==> config.mk <==
export PLATFORM = sky130hd
export DESIGN_NAME = dmbi_reg_responder_flat
export DESIGN_NICKNAME = d
export VERILOG_FILES = /design/src/rtl/dmbi_reg_responder_pkg.sv /design/src/rtl/dmbi_reg_responder_if.sv /design/src/rtl/dmbi_reg_responder_regfile.sv /design/src/rtl/dmbi_reg_responder.sv /design/src/flat_wrapper.sv
export SDC_FILE = /design/constraint.sdc
export NUM_CORES = 1
export LEC_CHECK = 0
export BUFFER_PORTS_ARGS = -buffer_cell sky130_fd_sc_hd__clkbuf_2
export CAP_MARGIN = 5
export CELL_PAD_IN_SITES_DETAIL_PLACEMENT = 1
export CELL_PAD_IN_SITES_GLOBAL_PLACEMENT = 1
export CORE_MARGIN = 3
export CORE_UTILIZATION = 45
export CTS_BUF_LIST = sky130_fd_sc_hd__clkbuf_8
export CTS_CLUSTER_DIAMETER = 150
export DETAILED_ROUTE_END_ITERATION = 12
export PLACE_DENSITY_LB_ADDON = 0.25
export SYNTH_ARGS = -nofsm -noshare
export SYNTH_HDL_FRONTEND = slang
export SYNTH_SLANG_ARGS = --single-unit
==> constraint.sdc <==
create_clock -name clk -period 2.6 [get_ports clk]
set_input_delay 0.13 -clock clk [delete_from_list [all_inputs] [get_ports clk]]
set_output_delay 0.13 -clock clk [all_outputs]
set_load 0.1 [all_outputs]
==> src/rtl/dmbi_reg_responder_pkg.sv <==
// Shared encodings for the DMBI register responder: frame bit positions, command and
// status codes, reserved register indices and the responder FSM state type.
package dmbi_reg_responder_pkg;

  localparam int unsigned H2fValidBit = 19;
  localparam int unsigned H2fSofBit   = 18;
  localparam int unsigned F2hValidBit = 19;
  localparam int unsigned F2hSofBit   = 18;
  localparam int unsigned F2hBusyBit  = 17;

  localparam logic [1:0] CmdWr = 2'b01;
  localparam logic [1:0] CmdRd = 2'b10;

  localparam logic [1:0] StatOk       = 2'b00;
  localparam logic [1:0] StatBadAddr  = 2'b01;
  localparam logic [1:0] StatReadOnly = 2'b10;
  localparam logic [1:0] StatIllegal  = 2'b11;

  localparam logic [31:0] DeadBeef = 32'hDEAD_BEEF;

  localparam int unsigned RegId   = 0;
  localparam int unsigned RegCtrl = 2;
  localparam int unsigned RegErr  = 3;

  typedef enum logic [2:0] {
    StIdle,
    StGetHi,
    StGetLo,
    StExec,
    StRspHdr,
    StRspHi,
    StRspLo
  } state_e;

  function automatic logic [19:0] f2h_word(input logic valid, input logic sof,
                                           input logic busy, input logic [15:0] payload);
    logic [19:0] w;
    w              = '0;
    w[F2hValidBit] = valid;
    w[F2hSofBit]   = sof;
    w[F2hBusyBit]  = busy;
    w[15:0]        = payload;
    return w;
  endfunction

endpackage

==> src/rtl/dmbi_reg_responder_if.sv <==
// DMBI link word pair: host-to-FPGA request word and FPGA-to-host response word.
interface dmbi_reg_responder_if;
  logic [19:0] dmbi_h2f;
  logic [19:0] dmbi_f2h;

  modport master (output dmbi_h2f, input dmbi_f2h);
  modport slave  (input dmbi_h2f, output dmbi_f2h);
endinterface

==> src/rtl/dmbi_reg_responder_regfile.sv <==
// 32-bit register file: read-only ID and error-counter slots, range check, and a
// saturating error counter bumped by the responder on protocol errors.
module dmbi_reg_responder_regfile
  import dmbi_reg_responder_pkg::*;
#(
  parameter int unsigned NUM_REGS = 16,
  parameter logic [31:0] ID_VALUE = 32'h0D0E_0001
) (
  input  logic        clk,
  input  logic        rst_n,
  input  logic [7:0]  addr_i,
  input  logic        we_i,
  input  logic [31:0] wdata_i,
  input  logic        err_inc_i,
  output logic [31:0] rdata_o,
  output logic        addr_ok_o,
  output logic        ro_o,
  output logic [31:0] ctrl_o
);

  logic [31:0] regs_q [NUM_REGS];

  assign addr_ok_o = 32'(addr_i) < NUM_REGS;
  assign ro_o      = (32'(addr_i) == RegId) || (32'(addr_i) == RegErr);

  always_comb begin
    rdata_o = DeadBeef;
    for (int unsigned i = 0; i < NUM_REGS; i++) begin
      if (32'(addr_i) == i) rdata_o = regs_q[i];
    end
  end

  always_ff @(posedge clk or negedge rst_n) begin
    if (!rst_n) begin
      for (int unsigned i = 0; i < NUM_REGS; i++) begin
        regs_q[i] <= (i == RegId) ? ID_VALUE : '0;
      end
    end else begin
      for (int unsigned i = 0; i < NUM_REGS; i++) begin
        if (i == RegErr) begin
          // Counter saturates so a stuck link never wraps back to a clean-looking value.
          if (err_inc_i && (regs_q[i] != '1)) regs_q[i] <= regs_q[i] + 32'd1;
        end else if (we_i && !ro_o && (32'(addr_i) == i)) begin
          regs_q[i] <= wdata_i;
        end
      end
    end
  end

  if (NUM_REGS > RegCtrl) begin : g_ctrl
    assign ctrl_o = regs_q[RegCtrl];
  end else begin : g_no_ctrl
    assign ctrl_o = '0;
  end

endmodule

==> src/rtl/dmbi_reg_responder.sv <==
// FPGA-side DMBI responder: frames host requests, drives the register file and
// returns registered response frames.
module dmbi_reg_responder
  import dmbi_reg_responder_pkg::*;
#(
  parameter int unsigned NUM_REGS = 16,
  parameter logic [31:0] ID_VALUE = 32'h0D0E_0001,
  parameter int unsigned TIMEOUT  = 255
) (
  input  logic                clk,
  input  logic                rst_n,
  dmbi_reg_responder_if.slave bus,
  output logic [31:0]         ctrl_o,
  output logic [2:0]          led_o
);

  localparam int unsigned TmoW = (TIMEOUT < 1) ? 1 : $clog2(TIMEOUT + 1);

  state_e          state_q;
  logic [1:0]      cmd_q;
  logic [7:0]      addr_q;
  logic [15:0]     data_hi_q, data_lo_q;
  logic [31:0]     rdata_q;
  logic [TmoW-1:0] tmo_q;
  logic [19:0]     f2h_q;

  logic        h2f_valid, h2f_sof;
  logic [15:0] h2f_payload;
  logic [1:0]  hdr_cmd;
  logic [7:0]  hdr_addr;
  logic        in_get, in_rsp, tmo_hit, start_hdr, err_inc;
  logic        rf_we, rf_addr_ok, rf_ro;
  logic [31:0] rf_rdata;
  logic [1:0]  status;
  logic        unused_h2f;

  assign h2f_valid   = bus.dmbi_h2f[H2fValidBit];
  assign h2f_sof     = bus.dmbi_h2f[H2fSofBit];
  assign h2f_payload = bus.dmbi_h2f[15:0];
  assign hdr_cmd     = h2f_payload[15:14];
  assign hdr_addr    = h2f_payload[7:0];
  assign unused_h2f  = ^bus.dmbi_h2f[17:16];

  assign in_get    = (state_q == StGetHi) || (state_q == StGetLo);
  assign in_rsp    = (state_q == StExec) || (state_q == StRspHdr) ||
                     (state_q == StRspHi) || (state_q == StRspLo);
  assign tmo_hit   = in_get && !h2f_valid && (tmo_q == TmoW'(TIMEOUT));
  // A header restarts framing from IDLE, and also aborts a partially received write.
  assign start_hdr = h2f_valid && h2f_sof && ((state_q == StIdle) || in_get);

  assign err_inc = (h2f_valid && h2f_sof && in_get) ||
                   (h2f_valid && in_rsp) ||
                   (h2f_valid && !h2f_sof && (state_q == StIdle)) ||
                   tmo_hit;

  assign rf_we = (state_q == StExec) && (cmd_q == CmdWr);

  always_comb begin
    status = StatOk;
    if ((cmd_q != CmdWr) && (cmd_q != CmdRd)) status = StatIllegal;
    else if (!rf_addr_ok)                     status = StatBadAddr;
    else if ((cmd_q == CmdWr) && rf_ro)       status = StatReadOnly;
  end

  dmbi_reg_responder_regfile #(
    .NUM_REGS (NUM_REGS),
    .ID_VALUE (ID_VALUE)
  ) u_regfile (
    .clk       (clk),
    .rst_n     (rst_n),
    .addr_i    (addr_q),
    .we_i      (rf_we),
    .wdata_i   ({data_hi_q, data_lo_q}),
    .err_inc_i (err_inc),
    .rdata_o   (rf_rdata),
    .addr_ok_o (rf_addr_ok),
    .ro_o      (rf_ro),
    .ctrl_o    (ctrl_o)
  );

  // f2h is loaded together with the next state, so busy always tracks state_q.
  always_ff @(posedge clk or negedge rst_n) begin
    if (!rst_n) begin
      state_q   <= StIdle;
      cmd_q     <= '0;
      addr_q    <= '0;
      data_hi_q <= '0;
      data_lo_q <= '0;
      rdata_q   <= '0;
      tmo_q     <= '0;
      f2h_q     <= '0;
    end else if (start_hdr) begin
      cmd_q   <= hdr_cmd;
      addr_q  <= hdr_addr;
      tmo_q   <= '0;
      f2h_q   <= f2h_word(1'b0, 1'b0, 1'b1, 16'h0000);
      state_q <= (hdr_cmd == CmdWr) ? StGetHi : StExec;
    end else begin
      unique case (state_q)
        StIdle: begin
        end
        StGetHi, StGetLo: begin
          if (h2f_valid) begin
            tmo_q <= '0;
            if (state_q == StGetHi) begin
              data_hi_q <= h2f_payload;
              state_q   <= StGetLo;
            end else begin
              data_lo_q <= h2f_payload;
              state_q   <= StExec;
            end
          end else if (tmo_hit) begin
            f2h_q   <= '0;
            state_q <= StIdle;
          end else begin
            tmo_q <= tmo_q + 1'b1;
          end
        end
        StExec: begin
          rdata_q <= rf_rdata;
          f2h_q   <= f2h_word(1'b1, 1'b1, 1'b1, {cmd_q, status, 4'h0, addr_q});
          state_q <= StRspHdr;
        end
        StRspHdr: begin
          if (cmd_q == CmdRd) begin
            f2h_q   <= f2h_word(1'b1, 1'b0, 1'b1, rdata_q[31:16]);
            state_q <= StRspHi;
          end else begin
            f2h_q   <= '0;
            state_q <= StIdle;
          end
        end
        StRspHi: begin
          f2h_q   <= f2h_word(1'b1, 1'b0, 1'b1, rdata_q[15:0]);
          state_q <= StRspLo;
        end
        StRspLo: begin
          f2h_q   <= '0;
          state_q <= StIdle;
        end
        default: begin
          f2h_q   <= '0;
          state_q <= StIdle;
        end
      endcase
    end
  end

  assign bus.dmbi_f2h = f2h_q;
  assign led_o        = ctrl_o[2:0];

endmodule

==> src/flat_wrapper.sv <==
// flat-port wrapper written by rule: the top's interface ports become plain ports
module dmbi_reg_responder_flat import dmbi_reg_responder_pkg::*;
#(
  parameter int unsigned NUM_REGS = 16,
  parameter logic [31:0] ID_VALUE = 32'h0D0E_0001,
  parameter int unsigned TIMEOUT  = 255
)
  (clk, rst_n, ctrl_o, led_o, bus_dmbi_h2f, bus_dmbi_f2h);
  dmbi_reg_responder_if bus_i ();
  input  logic clk;
  input  logic rst_n;
  output logic [31:0] ctrl_o;
  output logic [2:0] led_o;
  input wire logic [$bits(bus_i.dmbi_h2f)-1:0] bus_dmbi_h2f;
  output wire logic [$bits(bus_i.dmbi_f2h)-1:0] bus_dmbi_f2h;
  assign bus_i.dmbi_h2f = bus_dmbi_h2f;
  assign bus_dmbi_f2h = bus_i.dmbi_f2h;
  dmbi_reg_responder #(.NUM_REGS(NUM_REGS), .ID_VALUE(ID_VALUE), .TIMEOUT(TIMEOUT)) u_core (.clk(clk), .rst_n(rst_n), .bus(bus_i), .ctrl_o(ctrl_o), .led_o(led_o));
endmodule
==> key figures <==
Global route
  – Initial antenna violation count: 2
  – Global routing's busiest layer: met2
  – Overflow after GRT: 0
  – First-pass GRT wire length: 150 mm
  – GR Layer Usage met3: 4.60%
  – Grt met1 use: 40.8%
  – Maximum number of pins on one net before global-route repair: 84
  – Met2 Usage GRT: 47.4%
  – Number of global-route vias before repair: 22700
  – Overall Global Routing Usage: 29.8%

Route
  – DRC: 0
  – WL/cell: 29.4 microns
  – Via Count: 21000
  – Number of DRC markers in iteration 0: 1898
  – Post-route antenna net violation count: 0
  – Initial DRT Pass Iterations: 5
  – Vias per cell: between 6 and 7
  – Drt total wl: 99.0 mm

Layout
  – Area Overhead vs Synth: 16.8%
  – Non-Filler Cell Area, Final: 33700 sq um
  – Final Instance Count excl. Fillers: around 3400
  – Fillers: roughly 6300
  – Most common cell after layout, fill and taps aside: dfrtp_1
  – Layout cells sized above 1: 27.0%
  – Final nets: 2456
  – Commonest cells after routing, fill and taps aside: 606 x dfrtp_1, 335 x mux2_1, 156 x mux2_2

Placement
  – PortBufs: 73
  – Half-perimeter wire length after placement: about 67 mm
  – Cell Area, Placed: approximately 31000 sq um
  – Cells after DPL: 3135
  – RD Place Congestion: 0.863

Timing
  – RSZ-0062 raised after global routing: true
  – Fmax: approximately 0.39 GHz
  – Hold Slack: 69.9 ps
  – Count of final hold-check violations: 0
  – Final setup fails: 0
  – Clock Skew: 30.3 ps
  – Setup TNS: 0 ps
  – Max_slew headroom: 36.9%
  – Max Slew Vio Count: 0
  – Tmin final: 2570 ps
  – Least-Margin Pin Slew: about 950 ps
  – Fin crit share: 99.0%

Worst hold path
  – Tightest Hold Check Type: in2async

Floorplanning
  – Num rows: just over 90
  – Die height: roughly 260 microns
  – Die X-Extent: 259 microns
  – CORE AREA: 63200 sq um
  – Initial Util: 45.6%
  – I/O Pins: 77
  – Die area: 67100 sq um

Synth
  – Synthesized flop and latch total: just over 600
  – Synthesized area: 28800 sq um
  – Syn Inst Count: 2287
  – Syn avg cell area: about 13 sq um
  – Ys flop type: dfrtp_1
  – Ys Warns: 0
  – FFs w/ async S/R, synth: 100%
  – Post-synthesis sequential area ratio: 53.5%
  – Syn_nets: 2313
  – Synth cell types: 81
  – EDFF count, synth: 0

Outcome
  – Status: finished, final reports clean

Clocking
  – TritonCTS clock tree: yes
  – TritonCTS Buffers: 106
  – Clock root buffer master: clkbuf_8
  – Clock-pin slew of the registers on the worst-case setup and hold paths: 60 ps
  – Clock sink count: 616
  – CTS Buffer Depth: 3
  – H-tree depth: 3
  – Worst skew pair latency: 730 ps

Critical path
  – CP delay by family, top: buffers and inverters
  – R2R Setup Slk: 30 ps
  – Startpoint types: flip-flop
  – Crit path buf inv count: 4
  – Req. time, crit path: 3190 ps
  – Slowest cell on crit path: dfrtp_1
  – Crit-path max FO: 14
  – CP max stage delay: 380 ps
  – Crit Path Category: reg2reg
  – CP endpoint kind: flip-flop
  – Critical path, cell by cell: buf_4, nor4_4, buf_6, nand3_4, o311ai_4, buf_12, or3_4, clkbuf_16, mux2_2
  – Crit path DAT: 3160 ps

Flow run
  – Max-cap violations: 0

Power and ir drop
  – Peak supply drop: 0.510 mV
  – Power, Total: 33.8 mW
  – Cell Pwr Density: about 1000 nW/um^2
  – Leakage power: 16.4 nW
## per-layer routing
metal  vias to the layer above  part of all wire (%)  wire (microns)
met5                         -                     0               0
met4                         0                   4.1            4020
met3                       204                   6.1            6040
met2                       788                    47           46400
met1                     11300                    43           42500
li1                       8747                     -               -
## synth_stat cells, drive strengths merged, types with 15 or more instances
cell type	count	area share, %
nor2	72	0.95
a211oi	20	0.54
mux2i	35	1.2
a21oi	59	1.0
nor2b	24	0.52
o21ai	75	1.3
a22o	20	0.61
a31oi	15	0.33
nand4	19	0.41
a221o	17	0.59
o22ai	40	0.87
inv	15	0.20
dfrtp	609	53
nor3	43	0.76
nor4	23	0.57
xnor2	19	0.58
nand2	82	1.1
mux2	495	19
nand2b	20	0.43
clkbuf	134	1.7
buf	122	2.4
nand3	38	0.68
mux4	45	3.5
## what timing repair did
item / CTS / global route
resized for setup: 10 / 16
setup endpoints to repair: 114 / 241
endpoints found under the hold margin: 113 / 0
hold buffers: 23 / 0
buffers inserted: 2 / 7
gates cloned: 0 / 1
## area by class of cell
| class | count | area, sq um | area share (%) |
|---|---|---|---|
| Tap cell | 846 | 1060 | 3.14 |
| Clock buffer | 138 | 1900 | 5.64 |
| Clock inverter | 59 | 284 | 0.843 |
| Inverter | 17 | 63.8 | 0.189 |
| Multi-Input combinational cell | 1398 | 12300 | 36.5 |
| Sequential cell | 616 | 15400 | 45.8 |
| Timing Repair Buffer | 291 | 2640 | 7.83 |
| Antenna cell | 4 | 10.0 | 0.0297 |
## worst paths after layout
| path | start | to | cells after the start |
|---|---|---|---|
| setup / recovery | u_core.addr_q[5] | u_core.u_regfile.regs_q[202] | 9 |
| min in group clk | bus_dmbi_h2f[14] | u_core.cmd_q[0] | 4 |
| hold reg to reg | u_core.u_regfile.regs_q[499] | u_core.u_regfile.regs_q[499] | 0 |
| hold / removal | rst_n | u_core.data_hi_q[12] | 2 |
| setup reg to reg | u_core.addr_q[5] | u_core.u_regfile.regs_q[202] | 9 |
| max in group asynchronous | rst_n | u_core.u_regfile.ctrl_o[13] | 3 |
## cell families after synthesis
logic type | count (synthesis) | share of synthesized area (%)
flip-flops | 616 | 53.5
multiplexers | 575 | 24.1
AND/OR/NAND/NOR | 398 | 7.34
AO/OA/AOI/OAI | 388 | 9.54
buffers and inverters | 273 | 4.39
XOR/XNOR | 31 | 0.942
adder cells (fa/ha/maj) | 5 | 0.208
other | 1 | 0.0130
## power breakdown
part           internal [mW]  switching, mW  total [mW]
Sequential              10.8           2.54        13.3
Combinational           4.07           7.49        11.6
Clock                   4.84           4.11        8.95
Total                   19.7           14.1        33.8
## stage by stage
stage / setup slack, ps / utilization [%]
2_1_floorplan: 231 / -
3_3_place_gp: -73.8 / 49.2
3_5_place_dp: -64.7 / 49.2
4_1_cts: -4.58 / 53.1
5_1_grt: -15.1 / 53.3
6_report: 26.0 / 53.3
## registers in the layout, indices dropped and copies added, names as in the netlist, 3 cells and up
signal / flops
u_core.data_lo_q: 16
u_core.bus.dmbi_f2h: 19
u_core.state_q: 3
u_core.addr_q: 8
u_core.u_regfile.regs_q: 480
u_core.u_regfile.ctrl_o: 32
u_core.data_hi_q: 16
u_core.rdata_q: 32
u_core.tmo_q: 8
No activity file was read; power rests on OpenSTA's default activity.
